## src/rtl/ram_fifo_ctrl.sv

```systemverilog
// ram_fifo_ctrl
// Stream FIFO controller for a single-port RAM with a registered address.
// One RAM port is shared between pushes and prefetch reads, and reads win.
// A prefetched word is loaded into a one-word output register. The total
// capacity is therefore 2**ADDR_WIDTH + 1 words.
//
// Ports:
//   clk, rst_n               clock and asynchronous active-low reset
//   wr_valid/wr_ready/wr_data  push side (transfer on wr_valid & wr_ready)
//   rd_valid/rd_ready/rd_data  pop side, with rd_data registered
//   ram_wr_en/ram_addr/ram_w_data/ram_r_data  connection to the RAM
//   level                    words held (RAM + in-flight + output register)
//   full                     RAM region holds DEPTH unread words
//   empty                    level == 0
module ram_fifo_ctrl #(
  parameter int DATA_WIDTH = 4,
  parameter int ADDR_WIDTH = 8
) (
  input  logic                  clk,
  input  logic                  rst_n,
  input  logic                  wr_valid,
  output logic                  wr_ready,
  input  logic [DATA_WIDTH-1:0] wr_data,
  output logic                  rd_valid,
  input  logic                  rd_ready,
  output logic [DATA_WIDTH-1:0] rd_data,
  output logic                  ram_wr_en,
  output logic [ADDR_WIDTH-1:0] ram_addr,
  output logic [DATA_WIDTH-1:0] ram_w_data,
  input  logic [DATA_WIDTH-1:0] ram_r_data,
  output logic [ADDR_WIDTH:0]   level,
  output logic                  full,
  output logic                  empty
);

  localparam logic [ADDR_WIDTH:0]   DEPTH_CNT = {1'b1, {ADDR_WIDTH{1'b0}}};
  localparam logic [ADDR_WIDTH-1:0] PTR_ONE   = ADDR_WIDTH'(1);
  localparam logic [ADDR_WIDTH:0]   CNT_ONE   = (ADDR_WIDTH + 1)'(1);

  typedef enum logic {
    IDLE  = 1'b0,
    FETCH = 1'b1
  } state_t;

  state_t                state;
  state_t                state_nxt;
  logic [ADDR_WIDTH-1:0] wr_ptr;
  logic [ADDR_WIDTH-1:0] rd_ptr;
  logic [ADDR_WIDTH:0]   ram_cnt;
  logic                  rd_issue;
  logic                  push;
  logic                  pop;
  logic                  fetch_vld;

  // Port arbitration. A read is issued only when the output register will be
  // free at the edge that ends the FETCH cycle, so FETCH never finds it full.
  always_comb begin
    fetch_vld  = (state == FETCH);
    rd_issue   = (state == IDLE) && (ram_cnt != '0) && (!rd_valid || rd_ready);
    full       = (ram_cnt == DEPTH_CNT);
    wr_ready   = !full && !rd_issue && rst_n;
    push       = wr_valid && wr_ready;
    pop        = rd_valid && rd_ready;
    ram_wr_en  = push;
    ram_addr   = rd_issue ? rd_ptr : wr_ptr;
    ram_w_data = wr_data;
    level      = ram_cnt + {{ADDR_WIDTH{1'b0}}, fetch_vld} + {{ADDR_WIDTH{1'b0}}, rd_valid};
    empty      = (level == '0);
  end

  always_comb begin
    state_nxt = state;
    case (state)
      IDLE:    if (rd_issue) state_nxt = FETCH;
      FETCH:   state_nxt = IDLE;
      default: state_nxt = IDLE;
    endcase
  end

  always_ff @(posedge clk or negedge rst_n) begin
    if (!rst_n) begin
      state <= IDLE;
    end else begin
      state <= state_nxt;
    end
  end

  // Stage boundary: pointer and occupancy bookkeeping at issue/push time.
  // Push and issue never coincide, so ram_cnt moves by at most one.
  always_ff @(posedge clk or negedge rst_n) begin
    if (!rst_n) begin
      wr_ptr  <= '0;
      rd_ptr  <= '0;
      ram_cnt <= '0;
    end else begin
      if (push)     wr_ptr <= wr_ptr + PTR_ONE;
      if (rd_issue) rd_ptr <= rd_ptr + PTR_ONE;
      if (push)          ram_cnt <= ram_cnt + CNT_ONE;
      else if (rd_issue) ram_cnt <= ram_cnt - CNT_ONE;
    end
  end

  // Stage boundary: FETCH -> output register. A load and a pop never share
  // an edge because rd_valid is low throughout FETCH.
  always_ff @(posedge clk or negedge rst_n) begin
    if (!rst_n) begin
      rd_valid <= 1'b0;
      rd_data  <= '0;
    end else if (fetch_vld) begin
      rd_valid <= 1'b1;
      rd_data  <= ram_r_data;
    end else if (pop) begin
      rd_valid <= 1'b0;
    end
  end

endmodule

```

## config.mk

```make
export PLATFORM = sky130hd
export DESIGN_NAME = ram_fifo_ctrl
export DESIGN_NICKNAME = d
export VERILOG_FILES = /design/src/rtl/ram_fifo_ctrl.sv
export SDC_FILE = /design/constraint.sdc
export NUM_CORES = 1
export LEC_CHECK = 0
export CORE_UTILIZATION = 51
export CTS_CLUSTER_SIZE = 28
export DETAILED_ROUTE_END_ITERATION = 7
export PLACE_DENSITY_LB_ADDON = 0.15
export RECOVER_POWER = 50
export SYNTH_ARGS = -nofsm -noshare
export SYNTH_HDL_FRONTEND = slang
export SYNTH_SLANG_ARGS = --single-unit
```

## constraint.sdc

```tcl
create_clock -name clk -period 3.29 [get_ports clk]
set_input_delay 0.4935 -clock clk [delete_from_list [all_inputs] [get_ports clk]]
set_output_delay 0.4935 -clock clk [all_outputs]
set_load 0.005 [all_outputs]
```

==> metrics, run 1 <==
GP Congestion=between 0.9 and 1; Clock Latency Late Sink=approximately 0.28 ns; clock sink total=31; # nets final=about 270; final wirelength=around 4.1 mm; met2 Use GR=33.2%; Hold Fails Final Rpt=0; P_leak=approximately 1.1 nW; crit-path cells=inv_1 > fa_1 > inv_1 > ha_4 > nand3_1 > xnor2_1 > nor3_1 > nor4b_2 > clkdlybuf4s50_1; synth warn=0; DR vias/cell=roughly 5.4; drt first pass iters=4; HP Start=rd_ptr[7]; CP max FO=7; Seq/Total Area, Yosys=between 30% and 40%; chip height=64.6 µm; Critical-path top delay cell=clkdlybuf4s50_1; relative slew slack=approximately 72%; reg2reg end=ram_cnt[8]; Die W=64.6 µm; clock power share=11.3%; Max-Cap Viols=0; arrival time at the worst endpoint=around 2.6 ns; total track usage=21.7%; sw frac=40.8%; WHS=approximately 0.48 ns; TritonCTS Buffers=5; status=finished clean; Root Driver=clkbuf_8; Layout Skew=around 0.0047 ns; Int Pwr=approximately 1.6 mW; DR vias=1602; Pwr Density=1080 nW/µm²; cell mode on critical path=inv_1; Comb power frac=between 60% and 70%; CP Launch Point=ram_cnt[0]; hold_buf cts=0; busiest grt layer=met2; Starting Density=a little over half; reg2reg setup slack=approximately 0.28 ns; Reg clk slew, reported paths=about 0.07 ns; element type at the critical path start=flip-flop; post-detail-place hpwl=between 2 and 3 mm; CTS max path bufs=2; Switch Pwr=between 1 and 1.5 mW; DRC Markers=0; ys async rst share=100%; R2R Path Start=ram_cnt[1]; main flop type after synthesis=dfrtp_1; syn_nets=about 240; Layout area overhead=25.3%; fin. max-slew vios=0; TNS Setup=0 ns; FP Rows=22; initial drt markers=76; die area=4170 µm²; global-route wire length before repair=6.97 mm; Yosys reg bits=31; worst slew pin tran=about 0.41 ns; Post-synth EDFFs=0; Cells after Synth=between 200 and 250; Crit path largest cell delay=approximately 0.54 ns; GR Util met1=around 29%; required time of the critical path=2.80 ns; TritonCTS clock tree=built; GR Layer Usage met3=4.75%; RSZ-0062 raised after global routing=false; Cell variety after synth=40; power share of the sequential group=approximately 28%; vias in the first global route=between 1500 and 2000; WS Path Type=reg2out; PortBufs=33; Routed Antenna Nets=0; Final min period=~3.1 ns; diodes inserted=0; layout cell share with drive strength beyond 1=a little over an eighth; Boundary Pins=42; Core ar.=between 3000 and 4000 µm²; setup ws final=roughly 0.17 ns; Fmax=approximately 320 MHz; Wirelength per Cell=~14 µm; Avg Synthesized Cell Area=9.33 µm²; VDD IR max=0.594 mV; endpoints failing setup=0; period utilisation layout=94.9%; GRT overflow=0; CP endpoint=empty; antenna violations before repair=0; largest net degree at the start of global routing=34; pre-CTS WS=0.177 ns; CP endpoint kind=output pin; H-tree levels=2; count of cells along the worst register-to-register path=11; Worst Hold Class=reg2reg; total power draw=~2.7 mW; Cell Area, Synth=2000 µm²
-- metal layers --
layer  part of all wire [%]  routed length (µm)
met5                      0                   0
met4                    1.5                  59
met3                    5.4                 219
met2                     45                1840
met1                     48                1950
-- flip-flops by register name, summed over array words and instances, names as in the netlist --
register	count
ram_cnt	9
rd_valid	1
fetch_vld	1
rd_ptr	8
rd_data	4
wr_ptr	8
-- Yosys cell counts, drive strengths merged, types with 3 or more instances --
cell type / n / share of area, %
nand2: 40 / 7.5
dfrtp: 31 / 39
xnor2: 23 / 10
o21ai: 12 / 3.2
inv: 11 / 2.1
buf: 10 / 3.7
ha: 10 / 6.3
nand4: 8 / 2.5
a21oi: 7 / 1.8
mux2: 7 / 4.0
xor2: 7 / 3.1
nand3: 6 / 1.5
clkbuf: 5 / 0.94
nor3: 5 / 1.3
and3: 4 / 1.3
a31oi: 3 / 0.94
nor2: 3 / 0.56
-- layout make-up --
type	instances	area, µm²
inverter	11	41.3
fill	288	1220
clock inverter	1	5.00
multi-input combinational	157	1130
tap	48	60.1
clock buffer	6	82.6
timing repair buffer	43	402
sequential	31	777
-- metrics by stage --
step / std cells / utilization, % / cell area (µm²)
finish: 297 / 67.3 / 2500
global route: 297 / 67.3 / 2500
CTS: 297 / 66.3 / 2460
detailed placement: 290 / 63.7 / 2370
global placement: 290 / 63.7 / 2370
floorplan: 214 / - / 2000
-- power by group through the flow --
stage	sequential [mW]	combinational [mW]	clock, mW
final	0.766	1.62	0.305
after global routing	0.794	1.78	0.329
after CTS	0.748	1.61	0.309
after detailed placement	0.753	1.59	0
after global placement	0.750	1.55	0
after floorplan	0.686	1.03	0
-- worst max-delay path: cells and delay by family, from the launching register on --
kind	cells	cell delay, ns
buffers and inverters	3	0.73
adder cells (fa/ha/maj)	2	0.60
flip-flops	1	0.43
AND/OR/NAND/NOR	3	0.41
XOR/XNOR	1	0.17
-- worst min-delay path by stage --
stage / to / slack, ns / cells past startpoint
3_5_place_dp: rd_ptr[7] / 0.46 / 1
4_1_cts: rd_ptr[7] / 0.47 / 1
6_report: rd_ptr[7] / 0.48 / 1
3_3_place_gp: wr_ptr[7] / 0.46 / 1
5_1_grt: wr_ptr[7] / 0.51 / 1
2_1_floorplan: fetch_vld / 0.20 / 0
-- cells by family (layout without fill, tap and decap cells) --
family,count (synthesis),count (layout),share of synthesized area (%)
XOR/XNOR,30,30,13.2
AND/OR/NAND/NOR,78,78,19.1
AO/OA/AOI/OAI,29,29,9.40
buffers and inverters,26,61,6.71
multiplexers,8,8,4.45
adder cells (fa/ha/maj),12,12,8.28
flip-flops,31,31,38.9
-- repair_timing --
| item | CTS | global route |
|---|---|---|
| buffers inserted | 0 | 0 |
| pin swaps | 0 | 0 |
| resized for setup | 3 | 6 |
| setup endpoints to repair | 1 | 3 |
-- cell usage in the layout, fill, tap and decap left out, types with 3 or more instances in the layout --
cell             instances
mux2_2                   7
clkdlybuf4s50_1         23
xor2_1                   7
a31oi_1                  3
nor2_1                   3
ha_1                     9
and3_1                   4
xnor2_1                 23
inv_1                   10
nand2_1                 39
dfrtp_1                 30
clkbuf_8                 6
buf_4                    9
nand3_1                  6
nand4_1                  8
a21oi_1                  7
nor3_1                   5
dlygate4sd3_1           10
o21ai_0                 10
Power figures use the tool's default switching activity.
==> run 2, diff against run 1 <==
--- a/config.mk
+++ b/config.mk
@@ -5,6 +5,7 @@
 export SDC_FILE = /design/constraint.sdc
 export NUM_CORES = 1
 export LEC_CHECK = 0
+export ABC_CLOCK_PERIOD_IN_PS = 3290
 export CORE_UTILIZATION = 51
 export CTS_CLUSTER_SIZE = 28
 export DETAILED_ROUTE_END_ITERATION = 7
==> results of run 2 <==
Final layout, timing and power as in run 1 (identical DEF).
==> run 3, diff against run 2 <==
--- a/config.mk
+++ b/config.mk
@@ -9,6 +9,7 @@
 export CORE_UTILIZATION = 51
 export CTS_CLUSTER_SIZE = 28
 export DETAILED_ROUTE_END_ITERATION = 7
+export GPL_TIMING_DRIVEN = 0
 export PLACE_DENSITY_LB_ADDON = 0.15
 export RECOVER_POWER = 50
 export SYNTH_ARGS = -nofsm -noshare
==> metrics, run 3 (synthesis gave the netlist of run 1 again) <==
# nets final=290; vias in the first global route=about 1400; cell mode on critical path=buf_6; Boundary Pins=42; Pwr Density=approximately 1100 nW/µm²; met2 routed WL=~1.7 mm; reg2reg end=ram_cnt[8]; Cell Area, Placed=between 2000 and 2500 µm²; Core ar.=around 3700 µm²; Die W=approximately 65 µm; Met1 Routed Length=2.05 mm; most common cell after layout, fill and taps aside=nand2_1; relative slew slack=a little over two thirds; Layout Utilization=about 72%; WS Path Type=reg2reg; Biggest register=ram_cnt; GP Congestion=around 0.78; Layout Skew=0.00384 ns; antenna violations before repair=0; Reg clk slew, reported paths=0.07 ns; worst slew pin tran=0.446 ns; fin. max-slew vios=0; status=finished clean; WHS=roughly 0.17 ns; CP Launch Point=ram_cnt[2]; chip height=approximately 65 µm; routed wl met3=249 µm; fill count=284; Max-Cap Viols=0; total power draw=2.84 mW; required time of the critical path=approximately 3.5 ns; period utilisation layout=between 90% and 100%; final wirelength=approximately 4 mm; drt first pass iters=4; H-tree levels=2; post-detail-place hpwl=2.86 mm; Routed Antenna Nets=0; Layout area overhead=34.5%; top sig layer=met4; Hold Fails Final Rpt=0; layout cell share with drive strength beyond 1=between 10% and 20%; Final min period=about 3.1 ns; diodes inserted=0; arrival time at the worst endpoint=around 3.4 ns; CP endpoint kind=flip-flop; total track usage=around 21%; number of flip-flops in the largest register=9; DRC Markers=0; Critical-path top delay cell=fa_2; Wirelength per Cell=roughly 13 µm; GRT overflow=0; top flop regs=ram_cnt x9, rd_ptr x8, wr_ptr x8; Crit path largest cell delay=between 0.4 and 0.5 ns; post-route cell area=approximately 2700 µm²; crit-path cells=buf_6 > nor4_4 > nand2_2 > a211oi_4 > buf_6 > clkinvlp_4 > fa_2 > a211oi_2 > o21ai_0 > a31oi_1 > mux2i_1 > xnor2_1; endpoints failing setup=0; Starting Density=53.7%; hold_buf cts=0; element type at the critical path start=flip-flop; commonest cells after routing, fill and taps aside=nand2_1 (39), dfrtp_1 (29), clkdlybuf4s50_1 (26); Root Driver=clkbuf_8; global-route wire length before repair=roughly 6.7 mm; Clock Latency Late Sink=approximately 0.29 ns; clock sink total=31; count of cells along the worst register-to-register path=12; VDD IR max=between 0.7 and 0.8 mV; reg2reg setup slack=about 0.14 ns; DR vias=1644; PortBufs=37; P_leak=1.16 nW; TritonCTS clock tree=built; R2R Path Start=ram_cnt[2]; FP Rows=22; Worst Hold Class=in2async; Fmax=about 320 MHz; largest net degree at the start of global routing=35; CTS max path bufs=2; die area=about 4200 µm²; initial drt markers=about 110; CP max FO=10; TritonCTS Buffers=5; DR vias/cell=5.22
[run 3: worst max path at each step]
stage	endpoint	slack (ns)
2_1_floorplan	ram_cnt[8]	0.31
3_3_place_gp	ram_cnt[8]	-1.35
3_5_place_dp	ram_cnt[8]	-0.36
4_1_cts	ram_cnt[8]	0.06
5_1_grt	ram_cnt[8]	-0.03
6_report	ram_cnt[8]	0.14
[run 3: report_power, final]
group,switching (mW),internal [mW],leakage (nW)
Combinational,0.778,0.926,0.725
Sequential,0.187,0.554,0.376
Clock,0.146,0.245,0.0612
Total,1.11,1.72,1.16
[run 3: layout make-up]
type | count | area [µm²] | area share (%)
multi-input cells | 157 | 1150 | 42.8
flip-flops and latches | 31 | 778 | 29.0
repair buffers | 47 | 445 | 16.6
plain buffers | 13 | 88.8 | 3.31
clock buffers | 6 | 82.6 | 3.08
well taps | 48 | 60.1 | 2.24
inverters | 11 | 45.0 | 1.68
clock inverters | 2 | 35.0 | 1.31
[run 3: critical path, delay by kind of cell, from the launching register on]
family	cells	cell delay [ns]
buffers and inverters	3	0.53
flip-flops	1	0.40
AND/OR/NAND/NOR	2	0.41
XOR/XNOR	1	0.13
multiplexers	1	0.24
adder cells (fa/ha/maj)	1	0.46
AO/OA/AOI/OAI	4	0.90
[run 3: through the flow]
stage                     setup slack (ns)  instances  setup TNS [ns]
after detailed placement            -0.356        299          -0.702
after global routing               -0.0337        315         -0.0337
after floorplan                      0.308        214               0
final                                0.142        315               0
after global placement               -1.35        299           -8.20
after CTS                           0.0648        306               0
[run 3: repair_timing]
item	CTS	global route
gates resized for setup	9	11
buffers inserted	1	9
cloned	0	0
endpoints found under the setup margin	3	4
pin swaps	1	1
[run 3: per-layer routing]
| metal | up-vias | global-route usage (%) |
|---|---|---|
| met5 | - | 0 |
| li1 | 824 | - |
| met4 | 0 | 10.0 |
| met1 | 761 | 28.8 |
| met2 | 51 | 31.7 |
| met3 | 8 | 6.16 |
